## config.mk

```make
export PLATFORM = sky130hd
export DESIGN_NAME = seg_scan_ctrl
export DESIGN_NICKNAME = d
export VERILOG_FILES = /design/src/rtl/seg_scan_ctrl.sv
export SDC_FILE = /design/constraint.sdc
export NUM_CORES = 1
export LEC_CHECK = 0
export BUFFER_PORTS_ARGS = -buffer_cell sky130_fd_sc_hd__buf_2
export CORE_MARGIN = 2
export CORE_UTILIZATION = 55
export DETAILED_ROUTE_END_ITERATION = 6
export PLACE_DENSITY = 0.75
export SETUP_SLACK_MARGIN = 0.4
export SYNTH_ARGS = -nofsm -noshare
export SYNTH_HDL_FRONTEND = slang
export SYNTH_SLANG_ARGS = --single-unit
```

## constraint.sdc

```tcl
create_clock -name clk -period 10.7 [get_ports clk]
set_input_delay 2.14 -clock clk [delete_from_list [all_inputs] [get_ports clk]]
set_output_delay 2.14 -clock clk [all_outputs]
set_load 0.02 [all_outputs]
```

## src/rtl/seg_scan_ctrl.sv

```systemverilog
// Eight-digit multiplexed 7-segment scanner with a frame-aligned double-buffered
// update handshake and optional leading-zero suppression.

module seg_scan_digit (
  input  logic [3:0] code,
  input  logic       sup,
  output logic [6:0] seg
);
  always_comb begin
    seg = 7'h7F;
    if (!sup) begin
      case (code)
        4'd0:    seg = 7'b1000000;
        4'd1:    seg = 7'b1111001;
        4'd2:    seg = 7'b0100100;
        4'd3:    seg = 7'b0110000;
        4'd4:    seg = 7'b0011001;
        4'd5:    seg = 7'b0010010;
        4'd6:    seg = 7'b0000010;
        4'd7:    seg = 7'b1111000;
        4'd8:    seg = 7'b0000000;
        4'd9:    seg = 7'b0010000;
        default: seg = 7'b1111111;
      endcase
    end
  end
endmodule

module seg_scan_ctrl #(
  parameter int DIV = 100000,
  parameter int GAP = 1000
) (
  input  logic        clk,
  input  logic        rst,
  input  logic        iReq,
  input  logic [31:0] iData,
  input  logic        iLzs,
  output logic        oAck,
  output logic        oBusy,
  output logic [7:0]  oAn,
  output logic [6:0]  oSeg
);
  localparam int NUM_DIG = 8;
  localparam int NW      = 4;
  localparam int CW      = (DIV > 2) ? $clog2(DIV) : 1;
  localparam logic [CW-1:0] CMAX = CW'(DIV - 1);
  localparam logic [CW-1:0] GAPC = CW'(GAP);

  logic [CW-1:0]                    cnt;
  logic [2:0]                       idx;
  logic [NUM_DIG*NW-1:0]            live, shadow;
  logic [NUM_DIG-1:0]               sup;
  logic [NUM_DIG-1:0][6:0]          segs;
  logic                             accept, frameEnd, blank;

  assign accept   = iReq && !oBusy && !oAck;
  assign frameEnd = (idx == 3'd7) && (cnt == CMAX);
  assign blank    = rst || (cnt < GAPC);

  always_ff @(posedge clk or posedge rst) begin
    if (rst) begin
      cnt    <= '0;
      idx    <= '0;
      live   <= '1;
      shadow <= '1;
      oBusy  <= 1'b0;
      oAck   <= 1'b0;
    end else begin
      oAck <= accept;
      if (cnt == CMAX) begin
        cnt <= '0;
        idx <= idx + 3'd1;
      end else begin
        cnt <= cnt + 1'b1;
      end
      // accept needs !oBusy, so it never collides with the frame-boundary transfer
      if (accept) begin
        shadow <= iData;
        oBusy  <= 1'b1;
      end else if (frameEnd && oBusy) begin
        live  <= shadow;
        oBusy <= 1'b0;
      end
    end
  end

  // Digit k blanks under suppression when nibbles k..7 are all zero; digit 0 never does.
  for (genvar k = 0; k < NUM_DIG; k++) begin : gDig
    if (k == 0) begin : gLsd
      assign sup[k] = 1'b0;
    end else begin : gUpper
      assign sup[k] = iLzs && (live[NUM_DIG*NW-1:NW*k] == '0);
    end
    seg_scan_digit uDig (
      .code (live[NW*k +: NW]),
      .sup  (sup[k]),
      .seg  (segs[k])
    );
  end

  assign oAn  = blank ? 8'hFF : ~(8'b1 << idx);
  assign oSeg = blank ? 7'h7F : segs[idx];

endmodule
```

==> impl_summary.txt <==
----------------------------------------------------
[Route]
  Final antenna-violating net count ... 0
  Via/cell ratio ... 5.769
  Routed WL ... 11.32 mm
  Per-cell routed wire length ... 15.65 µm
  Detailed-routing iteration count for the pre-antenna-repair pass ... 5
  Overall via count from detail_route ... 4171
  Initial detailed-routing violation count ... 375
  DRC viols ... 0

[Timing]
  Peak clock frequency supported by timing ... 162.4 MHz
  Setup repair after global routing missed its margin ... no
  Shortest clock period the worst path allows after layout ... 6.157 ns
  Final Slew Violations ... 0
  Number of endpoints failing setup at the final stage ... 0
  Post-Route Setup TNS ... 0 ns
  Worst relative slew slack ... 40.14%
  Slew of the pin with the lowest slew margin ... 0.8954 ns
  Share of the cycle needed by the critical path after routing ... 57.54%
  Final Hold Vio Count ... 0
  Skew final ... 0.01087 ns

[Synth]
  Top_reg_cell synth ... dfstp_2
  Share of the synthesized area in the top cell type ... 30.38%
  Post-synthesis sequential area ratio ... 40.33%
  Cell Area, Synth ... 0.005535 mm²
  Dominant cell type by area after synthesis ... dfstp_2
  Proportion of synthesized flip-flops having asynchronous set or reset ... 100.0%
  Number of register bits inferred by synthesis ... 86
  Average size of a mapped cell ... 10.10 µm²
  Cells after Synth ... 548
  Number of synthesized flops with an enable pin ... 0
  Number of distinct standard cells referenced by the synthesized netlist ... 54
  Area contributors post-synth ... dfstp_2 (30%), mux2_2 (13%), ha_1 (11%)
  Post-Syn Nets ... 631
  Yosys warning count ... 0

[CTS]
  TritonCTS buffer count ... 9
  Reg clk slew, reported paths ... 0.08 ns
  Latest clock arrival within the worst-skew pair ... 0.37 ns
  Max Buffers Root-to-Sink ... 2
  H-tree levels ... 3
  Clock root cell ... clkbuf_8
  Number of gates resized after CTS ... 0
  Number of buffers inserted by hold repair at cts ... 0
  Post-CTS setup repair buffer count ... 0
  TritonCTS clock tree ... done
  CTS Sinks ... 86

[Floorplan]
  Area enclosed by the die boundary ... 0.01088 mm²
  Area of the placeable core ... 0.009774 mm²
  Row Count ... 36
  Die Y-Extent ... 104.3 µm
  Chip Width ... 104.3 µm
  Initial core utilization ... 56.63%
  Io pins ... 53

[Setup path]
  Critical path startpoint category ... primary input
  Reg2Reg Setup Slack ... 7.51 ns
  Worst setup path class ... in -> out
  Critical path endpoint category ... output pin
  Required time of the worst setup path ... 8.56 ns
  Arrival @ worst endpoint ... 4.02 ns
  End of the worst register-to-register path ... live[0]
  Number of cells on the worst reg-to-reg path ... 7
  Largest driver fanout on the critical path ... 7
  Reg-to-reg critical path startpoint ... cnt[0]

[Layout]
  Multi-input gate area ... 0.003065 mm²
  Fraction of layout instances using a drive strength above 1 ... 34.75%
  Final core utilization ... 62.65%
  Antenna diodes ... 0
  Number of inserted filler cells in the final layout ... 821
  Area delta synth->final ... 10.62%
  FF/Latch Area ... 0.002232 mm²
  Post-layout net count ... 668

[Global routing]
  Vias in the first global route ... 4151
  Maximum number of pins on one net before global-route repair ... 74
  Tot GR Track Use ... 21.74%
  Initial antenna violation count ... 0
  Leftover overflow at the end of global routing ... 0
  Wire length of the first global-routing pass ... 19.18 mm

[Job]
  MaxCap Viol Count ... 0

[Power and ir drop]
  Power per cell area ... 135.7 mW/mm²
  Peak supply drop ... 81.80 µV
  Leakage component of the power ... 2.538 nW

[Run status]
  Status ... finished clean

[Placed design]
  Final GP Congestion ... 0.9661
  Quantity of I/O buffers inserted on ports ... 52
  Post-DP HPWL ... 8.098 mm

[Worst hold path]
  Min-delay worst type ... reg -> reg
  WHS Path Cells ... 1
  End point of the worst hold path ... cnt[0]
  Hold Startpoint ... cnt[0]

----------------------------------------------------
## where the power goes
part / switching (W) / leakage [nW] / internal, W
sequential: 0.0000320 / 0.954 / 0.000431
combinational: 0.0000320 / 1.46 / 0.0000560
clock: 0.000117 / 0.120 / 0.000162
total: 0.000181 / 2.54 / 0.000650
## area by class of cell
cell class / instances / area share (%)
multi-input combinational: 399 / 50.06
sequential: 86 / 36.45
timing repair buffer: 55 / 4.618
tap: 133 / 2.718
clock buffer: 11 / 2.309
inverter: 34 / 2.105
clock inverter: 5 / 1.737
## flip-flops by register name (all words and copies together) (netlist names)
name,flops
live,32
oAck,1
oBusy,1
cnt,17
idx,3
shadow,32
## synth_stat cells (all sizes together) (12+ instances only)
cell / instances
o21ai: 39
nand2: 37
nor2: 36
xnor2: 12
dfrtp: 22
ha: 47
mux2: 66
nand3: 13
dfstp: 64
inv: 33
o221ai: 12
a21oi: 28
clkbuf: 23
## cells in the final DEF, fill, tap and decap left out, types with 5 or more instances in the layout
master,Yosys,layout
mux2_2,65,65
and3_1,10,10
o21ai_0,37,37
o22ai_1,7,7
xor2_1,7,7
a21oi_1,28,28
o221ai_1,12,12
dfstp_2,64,64
xnor2_1,12,12
nand3b_1,5,5
mux2i_1,8,8
nand2_1,37,37
inv_1,33,32
nand2b_1,8,8
nor2_1,36,36
buf_2,5,52
dfrtp_1,22,22
clkbuf_8,0,10
nor2b_1,7,7
ha_1,47,47
nand3_1,13,13
a31oi_1,7,7
o211ai_1,7,7
## through the flow
| stage | instances | total power (W) | area, µm² | worst slack [ns] | hold slack (ns) |
|---|---|---|---|---|---|
| after floorplan | 548 | 0.0005278 | 5535 | 3.712 | 0.4329 |
| final | 723 | 0.0008309 | 6123 | 4.543 | 0.4768 |
| after global placement | 707 | 0.0005506 | 5876 | 4.609 | 0.4557 |
| after detailed placement | 707 | 0.0005589 | 5876 | 4.556 | 0.4641 |
| after CTS | 723 | 0.0008433 | 6123 | 4.559 | 0.4786 |
| after global routing | 723 | 0.0008724 | 6123 | 4.480 | 0.5063 |
## logic make-up (layout without fill, tap and decap cells)
group / after synthesis / in the layout / share of synthesized area (%)
fa+ha+maj: 47 / 47 / 10.62
compound gates: 121 / 121 / 13.77
simple gates: 138 / 138 / 13.02
buf+inv: 63 / 105 / 4.385
mux: 74 / 74 / 14.87
xor+xnor: 19 / 19 / 3.006
flops: 86 / 86 / 40.33
## layer usage
| layer | part of all wire [%] | vias up | global-route usage (%) |
|---|---|---|---|
| met3 | 4.2 | 31 | 3.446 |
| met2 | 48 | 118 | 35.29 |
| met1 | 45 | 2012 | 28.69 |
| met4 | 2.6 | 0 | 9.653 |
| li1 | - | 2010 | - |
| met5 | 0 | - | 0 |
## worst max-delay path by stage
stage | to | depth (start not counted) | slack, ns | startpoint
2_1_floorplan | oSeg[2] | 5 | 3.71 | rst
3_3_place_gp | oSeg[5] | 8 | 4.61 | iLzs
3_5_place_dp | oSeg[5] | 8 | 4.56 | iLzs
4_1_cts | oSeg[5] | 8 | 4.56 | iLzs
5_1_grt | oSeg[5] | 8 | 4.48 | iLzs
6_report | oSeg[5] | 8 | 4.54 | iLzs
## worst max-delay path, stage by stage
cell and delay [ns]:
buf_2 0.09, and4bb_4 0.30, nand4_4 0.15, o41a_1 0.42, a221o_1 0.30, and3_1 0.16, a31oi_1 0.23, buf_2 0.22
No activity file was read; power rests on OpenSTA's default activity.
